`src/rtl/display_scheduler.sv`:
```
// display_scheduler: paces the multiplexed 7-segment display.
// A free-running prescaler produces the scan strobe and digit index, and a
// small animation FSM (static / scroll / blink) drives offset and blank.
module display_scheduler #(
    parameter int SCAN_DIV    = 100000,
    parameter int STEP_DIV    = 250,
    parameter int NUM_DIGITS  = 8,
    parameter int MSG_LEN     = 5,
    parameter int BLINK_COUNT = 3
) (
    input  logic       clk,
    input  logic       rst,
    input  logic       start,
    input  logic [1:0] mode,
    input  logic       stop,
    output logic       scan_en,
    output logic [2:0] digit_idx,
    output logic [3:0] offset,
    output logic       blank,
    output logic       busy,
    output logic       done
);

    localparam int PW = (SCAN_DIV > 2) ? $clog2(SCAN_DIV) : 1;
    localparam int SW = $clog2(STEP_DIV + 1);
    localparam int TW = $clog2(2 * BLINK_COUNT + 1);

    localparam logic [PW-1:0] PRE_LAST    = PW'(SCAN_DIV - 1);
    localparam logic [SW-1:0] STEP_LAST   = SW'(STEP_DIV - 1);
    localparam logic [TW-1:0] TOGGLE_LAST = TW'(2 * BLINK_COUNT - 1);
    localparam logic [2:0]    DIGIT_LAST  = 3'(NUM_DIGITS - 1);
    localparam logic [3:0]    OFFSET_LAST = 4'(MSG_LEN + NUM_DIGITS - 1);

    typedef enum logic [2:0] {
        IDLE,
        STATIC,
        SCROLL,
        BLINK,
        FINISH
    } state_t;

    state_t          state_q, state_d;
    logic [PW-1:0]   pre_q, pre_d;
    logic [SW-1:0]   step_q, step_d;
    logic [TW-1:0]   toggle_q, toggle_d;
    logic            scan_en_q, scan_en_d;
    logic [2:0]      digit_q, digit_d;
    logic [3:0]      offset_q, offset_d;
    logic            blank_q, blank_d;
    logic            busy_q, busy_d;
    logic            done_q, done_d;
    logic            active;
    logic            accept;
    logic            step_tick;

    assign active    = (state_q == STATIC) || (state_q == SCROLL) || (state_q == BLINK);
    assign accept    = (state_q == IDLE) && start && (mode != 2'd3);
    assign step_tick = active && scan_en_q && (step_q == STEP_LAST);

    // Prescaler and digit scan run in every state, independent of the FSM.
    always_comb begin
        pre_d     = (pre_q == PRE_LAST) ? '0 : pre_q + 1'b1;
        scan_en_d = (pre_q == PRE_LAST);
        digit_d   = digit_q;
        if (scan_en_q) begin
            digit_d = (digit_q == DIGIT_LAST) ? 3'd0 : digit_q + 3'd1;
        end
    end

    // Step counter: restarts with each accepted animation, counts strobes while active.
    always_comb begin
        step_d = step_q;
        if (accept) begin
            step_d = '0;
        end else if (active && scan_en_q) begin
            step_d = (step_q == STEP_LAST) ? '0 : step_q + 1'b1;
        end
    end

    // Animation FSM: next state plus the registered offset/blank/busy/done values.
    always_comb begin
        state_d  = state_q;
        offset_d = offset_q;
        blank_d  = blank_q;
        toggle_d = toggle_q;
        unique case (state_q)
            IDLE: begin
                offset_d = 4'd0;
                blank_d  = 1'b1;
                if (accept) begin
                    toggle_d = '0;
                    blank_d  = 1'b0;
                    unique case (mode)
                        2'd0:    state_d = STATIC;
                        2'd1:    state_d = SCROLL;
                        default: state_d = BLINK;
                    endcase
                end
            end
            STATIC: begin
                if (stop) begin
                    state_d = FINISH;
                    blank_d = 1'b1;
                end
            end
            SCROLL: begin
                if (stop) begin
                    state_d = FINISH;
                    blank_d = 1'b1;
                end else if (step_tick) begin
                    if (offset_q == OFFSET_LAST) begin
                        state_d = FINISH;
                        blank_d = 1'b1;
                    end else begin
                        offset_d = offset_q + 4'd1;
                    end
                end
            end
            BLINK: begin
                if (stop) begin
                    state_d = FINISH;
                    blank_d = 1'b1;
                end else if (step_tick) begin
                    toggle_d = toggle_q + 1'b1;
                    if (toggle_q == TOGGLE_LAST) begin
                        state_d = FINISH;
                        blank_d = 1'b1;
                    end else begin
                        blank_d = ~blank_q;
                    end
                end
            end
            FINISH: begin
                state_d  = IDLE;
                offset_d = 4'd0;
                blank_d  = 1'b1;
            end
            default: begin
                state_d  = IDLE;
                offset_d = 4'd0;
                blank_d  = 1'b1;
            end
        endcase
        busy_d = (state_d != IDLE);
        done_d = (state_d == FINISH);
    end

    // State and output registers with synchronous reset.
    always_ff @(posedge clk) begin
        if (rst) begin
            state_q   <= IDLE;
            pre_q     <= '0;
            step_q    <= '0;
            toggle_q  <= '0;
            scan_en_q <= 1'b0;
            digit_q   <= 3'd0;
            offset_q  <= 4'd0;
            blank_q   <= 1'b1;
            busy_q    <= 1'b0;
            done_q    <= 1'b0;
        end else begin
            state_q   <= state_d;
            pre_q     <= pre_d;
            step_q    <= step_d;
            toggle_q  <= toggle_d;
            scan_en_q <= scan_en_d;
            digit_q   <= digit_d;
            offset_q  <= offset_d;
            blank_q   <= blank_d;
            busy_q    <= busy_d;
            done_q    <= done_d;
        end
    end

    assign scan_en   = scan_en_q;
    assign digit_idx = digit_q;
    assign offset    = offset_q;
    assign blank     = blank_q;
    assign busy      = busy_q;
    assign done      = done_q;

endmodule
```
`config.mk`:
```
export PLATFORM = sky130hd
export DESIGN_NAME = display_scheduler
export DESIGN_NICKNAME = d
export VERILOG_FILES = /design/src/rtl/display_scheduler.sv
export SDC_FILE = /design/constraint.sdc
export NUM_CORES = 1
export LEC_CHECK = 0
export CAP_MARGIN = 15
export CORE_MARGIN = 2
export CORE_UTILIZATION = 30
export DETAILED_ROUTE_END_ITERATION = 10
export PLACE_DENSITY = 0.57
export SETUP_SLACK_MARGIN = 0.1
export SLEW_MARGIN = 20
export SYNTH_ARGS = -nofsm -noshare
export SYNTH_HDL_FRONTEND = slang
export SYNTH_SLANG_ARGS = --single-unit
```
`constraint.sdc`:
```
create_clock -name clk -period 1.75 [get_ports clk]
set_clock_uncertainty 0.15 [all_clocks]
set_input_delay 0.35 -clock clk [delete_from_list [all_inputs] [get_ports clk]]
set_output_delay 0.35 -clock clk [all_outputs]
set_load 0.01 [all_outputs]
```
==> metrics.cfg <==
[run_status]
status=finished, violations left
violations=negative setup slack

[power_and_ir_drop]
vdd_drop_max_uv=273.3
power.density_nw_per_um2=625.7
power_frac_seq=0.543
p_switching_uw=435.6
p_int_uw=1384
combPwrFrac=0.104
leakagePower_uw=0.001162
p_sw_frac=0.2394
power_frac_clock=0.353

[setup_path]
worstRegToRegCells=7
r2r-start=offset[0]
critical_path.startpoint_type=register
reg2reg_slack_ns=-0.06
r2r_end=busy
cp-end-kind=register
cp.arrival_ns=1.84
cp.required_ns=1.78
crit_type=register to register
critPathMaxFanout=5

[final_layout]
nNetsFinal=304
mostFrequentLayoutCell=buf_4
antennaDiodeCount=0
area_growth_pct=40.08
nFillCells=672
drive_above_1_share=0.3724
final_cell_mix=buf_4, dfxtp_1, nor2_1, xor2_1, nand2_1
final_core_util=0.4304

[yosys]
yosysUniqueCellTypes=48
yosys_most_used_dff=dfxtp_1
synthArstFlopShare=0
ys_seq_area_frac=0.4051
yosys_register_bits=42
syn_avg_cell_area_um2=8.947
synth_area_um2=2076
syn-num-nets=247
synth-edff-count=0
synthCells=232
yosysWarnings=0

[global_routing]
grt_pass1_vias=1735
grt_max_degree=13
grt_antenna_before_repair=0
grtUsageTotal=0.1286
grt_pass1_wl_mm=7.776
grt-ovfl-total=0

[job]
drv_cap=0

[clock_tree]
clk_latency_ns=0.29
ctsHoldBuffers=0
clkTransAtPathRegs_ns=0.08
cts.htree.levels=2
cts.sinks=42
clock_tree.root_cell=clkbuf_8
clock_path_buffers=2
cts_tree=done
cts_buffers=5

[min_path]
hold_class=register to register
min_from=pre_q[0]
whs_path_depth=1
holdPathEnd=pre_q[0]

[detailed_routing]
drc=0
ant_nets=0
wire_per_inst_um=12.58
routed_wl_mm=4.655
drt_iter0_markers=53
firstDrtPassIters=4
route.vias.total=1780
viasPerCell=4.811

[timing]
hold_viol_final=0
fmax_mhz=553.0
setup_violations=1
totalNegativeSetupSlack_ns=-0.05840
period_needed_ns=1.808
rsz0062_at_grt=true
relSlewSlack=0.6995
drv_slew=0
layout_setup_ws_ns=-0.05840
min_period_over_period=1.033
worst_pin_slew_ns=0.4450

[floorplan]
core_area_um2=6756
fp.dieW_um=87.18
die_y_um=87.18
num_io_pins=17
die_area_um2=7600
start_util=0.3072
core.rowCount=30

[placed_design]
dp_hpwl_mm=3.281
pre_cts_ws_ns=-0.3037
place_congestion=0.8201
numPortBuffers=16

## how the worst max path moves through the flow
stage                  to  slack, ns      start
floorplan            busy      0.006  step_q[1]
global placement    blank      -0.25    mode[0]
detailed placement   busy      -0.30    mode[0]
CTS                  busy      -0.05  offset[0]
global route         busy      -0.12  step_q[1]
finish               busy      -0.06  offset[0]
## stage by stage
step | std cells | power [uW] | cell area [um2] | hold WS [ns]
after floorplan | 232 | 1101 | 2115 | 0.2914
after global placement | 358 | 1183 | 2587 | 0.3072
after detailed placement | 358 | 1184 | 2587 | 0.3149
after CTS | 368 | 1834 | 2750 | 0.3343
after global routing | 370 | 1904 | 2908 | 0.3164
final | 370 | 1819 | 2908 | 0.3014
## worst max-delay path, stage by stage, from the launching register on
cell and delay (ns):
dfxtp_4 0.35, inv_1 0.04, ha_2 0.17, and3_4 0.19, nor2b_2 0.15, a31oi_2 0.19
o31ai_2 0.10, or3_1 0.36
## metal layers
| metal | GRT usage | part of all wire | vias up |
|---|---|---|---|
| met5 | 0 | 0 | - |
| met4 | 0.04476 | 0.016 | 0 |
| met3 | 0.03128 | 0.028 | 8 |
| met2 | 0.2158 | 0.48 | 23 |
| met1 | 0.1607 | 0.48 | 822 |
| li1 | - | - | 927 |
## synth_stat cells (2+ instances only)
master / instances / share of area
nand2b_1: 2 / 0.0060
a31oi_1: 2 / 0.0060
xnor2_1: 7 / 0.030
nor3_1: 8 / 0.019
and3_1: 7 / 0.021
o21ai_0: 3 / 0.0072
a21oi_1: 7 / 0.017
buf_2: 2 / 0.0048
nand3b_1: 2 / 0.0072
ha_1: 9 / 0.054
nand2_1: 15 / 0.027
dfxtp_1: 42 / 0.41
o41ai_1: 2 / 0.0084
or3_1: 3 / 0.0090
o31ai_1: 2 / 0.0072
nand3_1: 14 / 0.034
and4_1: 2 / 0.0084
mux2i_1: 3 / 0.014
nor2_1: 38 / 0.069
buf_4: 3 / 0.011
nand4_1: 7 / 0.021
or2_2: 3 / 0.0090
inv_1: 9 / 0.016
xor2_1: 16 / 0.068
## final cells by class
cell class	instances	area, um2	share of cell area
timing repair buffer	57	485.5	0.1670
clock buffer	7	86.33	0.02969
multi-input combinational	174	1340	0.4608
clock inverter	1	5.005	0.001721
sequential	42	857.1	0.2948
inverter	9	33.78	0.01162
tap	80	100.1	0.03442
## state kept, by name (all words and copies together), names as in the netlist
register   cells
blank          1
busy           1
digit_idx      3
done           1
offset         4
pre_q         17
scan_en        1
state_q        3
step_q         8
toggle_q       3
## power by group through the flow
stage | logic, uW | clock network [uW] | registers (uW)
2_1_floorplan | 91.8 | 0 | 1010
6_report | 190 | 641 | 988
5_1_grt | 206 | 707 | 991
3_5_place_dp | 174 | 0 | 1010
3_3_place_gp | 173 | 0 | 1010
4_1_cts | 176 | 671 | 987
## what timing repair did
item / in CTS / in global routing
resized for setup: 29 / 37
pin swaps: 13 / 13
endpoints found under the setup margin: 40 / 36
setup buffers: 2 / 3
hold endpoints to repair: 0 / 0
## cells by family (layout without fill, tap and decap cells)
kind of cell,count (synthesis),count (layout),share of synthesized area
AND/OR/NAND/NOR,112,112,0.2869
flip-flops,42,42,0.4051
AO/OA/AOI/OAI,27,27,0.1019
XOR/XNOR,23,23,0.09704
buffers and inverters,16,74,0.04038
adder cells (fa/ha/maj),9,9,0.05425
multiplexers,3,3,0.01447
No activity file was read; power rests on OpenSTA's default activity.
